--- src/rtl/pd_pkg.sv ---
// pd_pkg: default geometry and saturation constant shared by the power-detect blocks
package pd_pkg;
    localparam int ANT_NUM_D = 4;
    localparam int ANW_D     = 2;
    localparam int SANW_D    = 5;
    localparam int DW_D      = 16;
    localparam int ACCW_D    = 48;
    localparam logic [ACCW_D-1:0] ACC_SAT_D = '1;
endpackage

--- src/rtl/pd_pwr.sv ---
// pd_pwr: two-stage I^2+Q^2 power pipeline with antenna/valid delay line
module pd_pwr
    import pd_pkg::*;
#(
    parameter int ANW = ANW_D,
    parameter int DW  = DW_D
) (
    input  logic                 clk,
    input  logic                 rst_n,
    input  logic                 valid,
    input  logic [ANW-1:0]       ant,
    input  logic signed [DW-1:0] data_i,
    input  logic signed [DW-1:0] data_q,
    output logic                 pwr_valid,
    output logic [ANW-1:0]       pwr_ant,
    output logic [2*DW-1:0]      pwr
);
    logic signed [2*DW-1:0] ii, qq;
    logic                   v1;
    logic [ANW-1:0]         a1;

    // squares in stage 1, their sum in stage 2; tags ride alongside
    always_ff @(posedge clk or negedge rst_n)
        if (!rst_n) begin
            v1        <= 1'b0;
            a1        <= '0;
            ii        <= '0;
            qq        <= '0;
            pwr_valid <= 1'b0;
            pwr_ant   <= '0;
            pwr       <= '0;
        end else begin
            v1        <= valid;
            a1        <= ant;
            ii        <= (2*DW)'(data_i) * (2*DW)'(data_i);
            qq        <= (2*DW)'(data_q) * (2*DW)'(data_q);
            pwr_valid <= v1;
            pwr_ant   <= a1;
            pwr       <= $unsigned(ii) + $unsigned(qq);
        end
endmodule

--- src/rtl/pd_accum.sv ---
// pd_accum: per-antenna saturating power accumulators with clear and result write port
module pd_accum
    import pd_pkg::*;
#(
    parameter int ANT_NUM = ANT_NUM_D,
    parameter int ANW     = ANW_D,
    parameter int SANW    = SANW_D,
    parameter int DW      = DW_D,
    parameter int ACCW    = ACCW_D
) (
    input  logic                 clk,
    input  logic                 reset,
    input  logic                 i_valid,
    input  logic [ANW-1:0]       i_ant,
    input  logic signed [DW-1:0] i_data_i,
    input  logic signed [DW-1:0] i_data_q,
    input  logic                 start_clr,
    input  logic                 get_end_wr,
    input  logic [SANW+ANW-1:0]  get_end_addr,
    output logic                 o_wr,
    output logic [SANW+ANW-1:0]  o_addr,
    output logic [ACCW-1:0]      o_data,
    output logic                 o_sat
);
    logic [1:0]      rst_sync;
    logic            rst_n;
    logic            p_valid;
    logic [ANW-1:0]  p_ant;
    logic [2*DW-1:0] p_pwr;
    logic [ACCW-1:0] acc_w [2**ANW];
    logic [2**ANW-1:0] sat_w;
    logic [ANW-1:0]  ra;

    // assert asynchronously, release two clocks after reset rises
    always_ff @(posedge clk or negedge reset)
        if (!reset) rst_sync <= '0;
        else        rst_sync <= {rst_sync[0], 1'b1};

    assign rst_n = rst_sync[1];
    assign ra    = get_end_addr[ANW-1:0];

    pd_pwr #(.ANW(ANW), .DW(DW)) u_pwr (
        .clk       (clk),
        .rst_n     (rst_n),
        .valid     (i_valid),
        .ant       (i_ant),
        .data_i    (i_data_i),
        .data_q    (i_data_q),
        .pwr_valid (p_valid),
        .pwr_ant   (p_ant),
        .pwr       (p_pwr)
    );

    for (genvar g = 0; g < 2**ANW; g++) begin : g_ant
        if (g < ANT_NUM) begin : g_acc
            logic [ACCW-1:0] acc;
            logic            sat;
            logic            hit;
            logic [ACCW:0]   sum;
            assign hit = p_valid && p_ant == ANW'(g);
            assign sum = {1'b0, acc} + {{(ACCW+1-2*DW){1'b0}}, p_pwr};
            // a clear still keeps a sample landing in the same cycle
            always_ff @(posedge clk or negedge rst_n)
                if (!rst_n) begin
                    acc <= '0;
                    sat <= 1'b0;
                end else begin
                    acc <= start_clr ? (hit ? {{(ACCW-2*DW){1'b0}}, p_pwr} : '0)
                         : hit ? (sum[ACCW] ? '1 : sum[ACCW-1:0]) : acc;
                    sat <= !start_clr && (sat || (hit && sum[ACCW]));
                end
            assign acc_w[g] = acc;
            assign sat_w[g] = sat;
        end else begin : g_nil
            assign acc_w[g] = '0;
            assign sat_w[g] = 1'b0;
        end
    end

    // result write reads accumulator state before this cycle's update or clear
    always_ff @(posedge clk or negedge rst_n)
        if (!rst_n) begin
            o_wr   <= 1'b0;
            o_addr <= '0;
            o_data <= '0;
            o_sat  <= 1'b0;
        end else begin
            o_wr <= get_end_wr;
            if (get_end_wr) begin
                o_addr <= get_end_addr;
                o_data <= acc_w[ra];
                o_sat  <= sat_w[ra];
            end
        end
endmodule

--- config.mk ---
export PLATFORM = sky130hd
export DESIGN_NAME = pd_accum
export DESIGN_NICKNAME = d
export VERILOG_FILES = /design/src/rtl/pd_pkg.sv /design/src/rtl/pd_pwr.sv /design/src/rtl/pd_accum.sv
export SDC_FILE = /design/constraint.sdc
export NUM_CORES = 2
export LEC_CHECK = 0
export ABC_AREA = 1
export BUFFER_PORTS_ARGS = -buffer_cell sky130_fd_sc_hd__clkbuf_2
export CORE_ASPECT_RATIO = 0.5
export CORE_MARGIN = 2
export CORE_UTILIZATION = 25
export DETAILED_ROUTE_END_ITERATION = 10
export GPL_ROUTABILITY_DRIVEN = 0
export GPL_TIMING_DRIVEN = 0
export HOLD_SLACK_MARGIN = 0.02
export SLEW_MARGIN = 0
export SYNTH_ARGS = -nofsm -noshare
export SYNTH_HDL_FRONTEND = slang
export SYNTH_SLANG_ARGS = --single-unit
--- constraint.sdc ---
create_clock -name clk -period 29.8 [get_ports clk]
set_clock_uncertainty 0.05 [all_clocks]
set_input_delay 0 -clock clk [delete_from_list [all_inputs] [get_ports clk]]
set_output_delay 0 -clock clk [all_outputs]
set_load 0.01 [all_outputs]
[After elaboration in Yosys (flattened, before gate mapping)]
Cells that the tools add are included.
Storage, ports and cells
  word-level logic and storage cells: 76
  flip-flop bits (word level): 357
  output and inout port bits: 57
Operators by class
  equality and inequality tests: 3
  bitwise gates (word level): 1
  $mul: 2
  $lt $le $gt $ge: 2
  reductions and logical operators: 22
  muxes and demuxes: 21
  add/sub/neg operators: 5
Operator list (number)
  two-way mux 48 bit: 14
  adder 48 x 32 -> 49 bit: 4
  two-way mux 32 bit: 4
  binary-select mux 48 bit (select 2 bit): 1
  multiplier 16 x 16 -> 32 bit: 2
  adder 32 bit: 1
  logical AND 1 bit: 12
  nonzero test 2 bit: 4
  equality test 2 bit (second input constant): 2
  logical OR 1 bit: 4
  >= comparator 3 bit (second input constant): 1
  less-than comparator 2 x 3 -> 1 bit (second input constant): 1
  inverter 2 -> 3 bit: 1
  binary-select mux 1 bit (select 2 bit): 1
  equality test 2 x 1 -> 1 bit (second input constant): 1
  zero test 2 bit: 1
  zero test 1 bit: 1
  two-way mux 1 bit: 1

[Depth between registers and ports, before layout]
  depth in word-level cells: 5
  gate-level depth with buffers: 29

[Modules after synthesis]
A second synthesis with hierarchy kept.
Unflattened totals
  cell total of the unflattened synthesis: 7667
  area total of the unflattened synthesis: 50005.5 µm²
Modules (own cells, without submodules)
  pd_accum: cells each 4535, area an instance 25655.9 µm², instances 1, sequential area each 6381.1 µm²
  pd_pwr: cells each 3132, area an instance 24349.6 µm², instances 1, sequential area each 2502.4 µm²

[Worst setup path before layout]
Ideal clock, no wire load.
  kind: input to register
  start: in i_data_i[15]
  end: reg u_pwr.ii[27]
  buffers on the path: 2
  cell stages on the path: 21
  data arrival time: 5303 ps
  setup slack: 24368 ps
  path through: clkbuf_1 > clkbuf_1 > nand2_1 > fa_1 > inv_1 > fa_1 > fa_1 > fa_1 > fa_1 > inv_1 > fa_1 > inv_1 > ha_1 > nand2_1 > nor2_1 > inv_1 > nor3_1 > and3_1 > nand2_1 > nand3_1 > xor2_1
On the way
  word-level cells in the longest chain between the ends: 1
Ends and longest elaborated chain
  start: declaration: line pd_accum.sv:15  | input logic signed [DW-1:0] i_data_i,
  multiplier 16 x 16 -> 32 bit: line pd_pwr.sv:35  | ii <= (2*DW)'(data_i) * (2*DW)'(data_i);
  end signal: assignment: line pd_pwr.sv:35
  end: declaration: line pd_pwr.sv:18  | logic signed [2*DW-1:0] ii, qq;
No other way between the ends.
A chain may end at the register's enable or synchronous reset.

[Worst setup path after layout]
  start: in i_data_q[1]
  end: reg u_pwr.qq[31]
On the way
  word-level cells in the longest chain between the ends: 1
Ends and longest elaborated chain
  start: declaration: line pd_accum.sv:16  | input logic signed [DW-1:0] i_data_q,
  multiplier 16 x 16 -> 32 bit: line pd_pwr.sv:36  | qq <= (2*DW)'(data_q) * (2*DW)'(data_q);
  end signal: assignment: line pd_pwr.sv:36
  end: declaration: line pd_pwr.sv:18
No other way between the ends.

==> summary.txt <==
Run status
  • Status: completed

Clock network
  • CTS tree: yes
  • Clock slew at reported path FFs: 0.06 ns
  • Clk sinks: 355
  • Setup Fix Bufs, Post-CTS: 0
  • Worst skew pair latency: 0.61 ns
  • CTS Buf Count: 42
  • Clock root buffer: clkbuf_16
  • Clock Tree Buf Depth: 3
  • CTS H-tree depth: 2

Timing
  • Total negative slack: 0 ns
  • Final WS setup: 23.38 ns
  • Max-slew violation count: 0
  • RSZ-0062 raised after global routing: false
  • Endpoints failing setup: 0
  • Worst-Margin Slew: 1.117 ns
  • Final hold violations: 0
  • Final period utilization: 21.55%
  • Fmax achieved: 0.1557 GHz
  • Min Hold Slack: 0.05486 ns
  • Max transition margin: 25.54%
  • Fin crit period: 6.421 ns

Global route
  • First-pass GRT wire length: 256.9 mm
  • Vias in the first global route: 45.47k
  • GRT Total Usage: 16.43%
  • Grt ovf: 0
  • Initial antenna violation count: 2
  • Pin count of the biggest net entering global routing: 64

Routing
  • Vias post-DR: 46.59k
  • DRT iter0 DRCs: 4350
  • Drt pass-1 iters: 7
  • Antenna Nets Post-Route: 0
  • DR WL/cell: 16.37 µm
  • DR vias/cell: 4.563
  • Post-Route WL: 167.2 mm
  • # DRC: 0

Layout
  • Final core utilization: 27.93%
  • Commonest cells after routing, fill and taps aside: nand2_1, inv_1, nor2_1
  • Fill count: 21.95k
  • Commonest non-fill, non-tap cell in the layout: nand2_1
  • Register Area: 8887 µm²
  • Area Overhead vs Synth: 11.18%
  • Area of the multi-input gates: 33860 µm²
  • Net count reported at finish: 8402
  • Share of layout cells above drive strength 1: 3.720%
  • ANT cells: 0

Floorplanning
  • Die height: 318.0 µm
  • Die ar.: 201000 µm²
  • Die W: 632.1 µm
  • Ports: 103
  • Cell Rows: 115
  • Core area: 196300 µm²
  • Initial Util: 25.12%

Setup path
  • Max stage delay on crit path: 0.90 ns
  • Crit path DAT: 6.80 ns
  • CP startpoint kind: input pin
  • Endpoint class of the critical path: flip-flop
  • WP buf/inv: 7
  • Critical Path Fanout Max: 10
  • Slowest-stage cell, CP: fa_1
  • Critical R2R Launch: u_pwr.pwr[0]
  • Most used cell, CP: fa_1
  • Crit path cell chain: dlygate4sd3_1 > clkbuf_1 > clkbuf_1 > nand2_1 > inv_1 > fa_1 > fa_1 > fa_1 > fa_1 > inv_1 > fa_1 > fa_1 > inv_1 > ha_1 > nand2_1 > nor2_1 > nand2_1 > or2_2 > nand3_1 > inv_1 > nand2_1 > nand2_1
  • Worst EP required: 30.18 ns
  • CP startpoint: i_data_q[1]
  • Largest delay share family, worst path: adder cells
  • WS Path Type: in -> reg

Synth
  • Post-Syn Area: 49310 µm²
  • Ys Warns: 0
  • Synth cell types: 52
  • Post-synth EDFFs: 0
  • Proportion of synthesized flip-flops having asynchronous set or reset: 100.0%
  • Syn_nets: 8246
  • Syn Area/Cell: 6.670 µm²
  • Synth Instances: 7392
  • Top cells by area, synth: fa_1, nand2_1, dfrtp_1, inv_1, ha_1
  • Post-synth top area share: 19.24%
  • Main synth FF type: dfrtp_1
  • Seq cells post-synth: 355
  • Post-synthesis sequential area ratio: 18.02%
  • Synth area leader: fa_1

Hold path
  • Hold path start: i_data_q[0]
  • Worst hold path type: in -> reg

Place
  • Port-buffer cells: 86
  • Pre-CTS setup slack: 23.07 ns
  • DPL Wire Length: 143.6 mm

Flow run
  • Max cap viols: 0
==> path summary, 6_finish.rpt <==
kind                                     endpoint  slack (ns)  depth (start not counted)
max                                  u_pwr.qq[31]       23.38                         22
min reg2reg                       u_pwr.pwr_valid        0.30                          0
min in group asynchronous             rst_sync[1]        0.21                          3
min                                   u_pwr.qq[0]        0.05                          2
max reg2reg                g_ant[2].g_acc.acc[28]       26.56                         15
max in group asynchronous  g_ant[1].g_acc.acc[10]       28.10                          3
==> synth_stat cells, types with 60 or more instances <==
cell type and instances:
nand2_1 2392, inv_1 1525, nor2_1 715, fa_1 474, nand3_1 395, dfrtp_1 355
ha_1 334, a21oi_1 229, o21ai_0 192, clkbuf_1 135, xnor2_1 97, nand4_1 83
xor2_1 76, nor3_1 60
==> cell type report <==
cell class                 instances  area share [%]
inverter                        1542           10.56
sequential                       355           16.21
clock inverter                    19          0.4199
timing repair buffer             112           1.438
buffer                           176           1.410
multi-input combinational       5319           61.77
clock buffer                      57           2.186
tap                             2632           6.007
==> stage by stage <==
step,area (µm²),std cells
finish,54820,10210
global route,54820,10210
CTS,54820,10210
detailed placement,53190,10120
global placement,53030,10110
floorplan,49310,7392
==> logic make-up (layout without fill, tap and decap cells) <==
family	count (synthesis)	after routing	share of synthesized area, %
flops	355	355	18.02
other cells	1	1	0.007605
buf+inv	1718	1906	13.31
fa+ha+maj	808	808	27.72
simple gates	3783	3783	31.74
compound gates	554	554	6.136
xor+xnor	173	173	3.073
==> sequential cells by signal, summed over array words and instances (netlist names) <==
name,flops
g_ant.g_acc.acc,192
o_data,48
u_pwr.pwr,32
u_pwr.ii,31
u_pwr.qq,31
o_addr,7
g_ant.g_acc.sat,4
rst_sync,2
u_pwr.a1,2
u_pwr.pwr_ant,2
o_sat,1
o_wr,1
u_pwr.pwr_valid,1
u_pwr.v1,1
==> metal layers <==
metal / global-route usage, % / vias to the layer above / wire [µm]
li1: - / 22690 / -
met1: 21.25 / 22090 / 70210
met2: 28.17 / 1532 / 78630
met3: 1.891 / 272 / 11810
met4: 5.912 / 2 / 6490
met5: 0 / - / 18
==> repair_timing <==
action / 4_1_cts / 5_1_grt
hold buffers: 20 / 0
gates resized for setup: 0 / 0
endpoints found under the hold margin: 17 / 0
setup endpoints to repair: 0 / 0
==> worst register-to-register path, stage by stage, from the launching register on <==
cell and delay [ns]:
dfrtp_1 0.54, ha_1 0.41, fa_1 0.57, nand3_1 0.16, nand3_2 0.15, nand2_1 0.13
nand2_2 0.09, nand2_1 0.08, nand2_2 0.08, nand2_2 0.08, nand2_4 0.12, nand3_4 0.18
buf_6 0.20, nand3_1 0.14, nand2_1 0.10, nand2_1 0.05
Power is not shown: default switching activity piles up to over one toggle a cycle in this logic, so the estimate is an artifact.
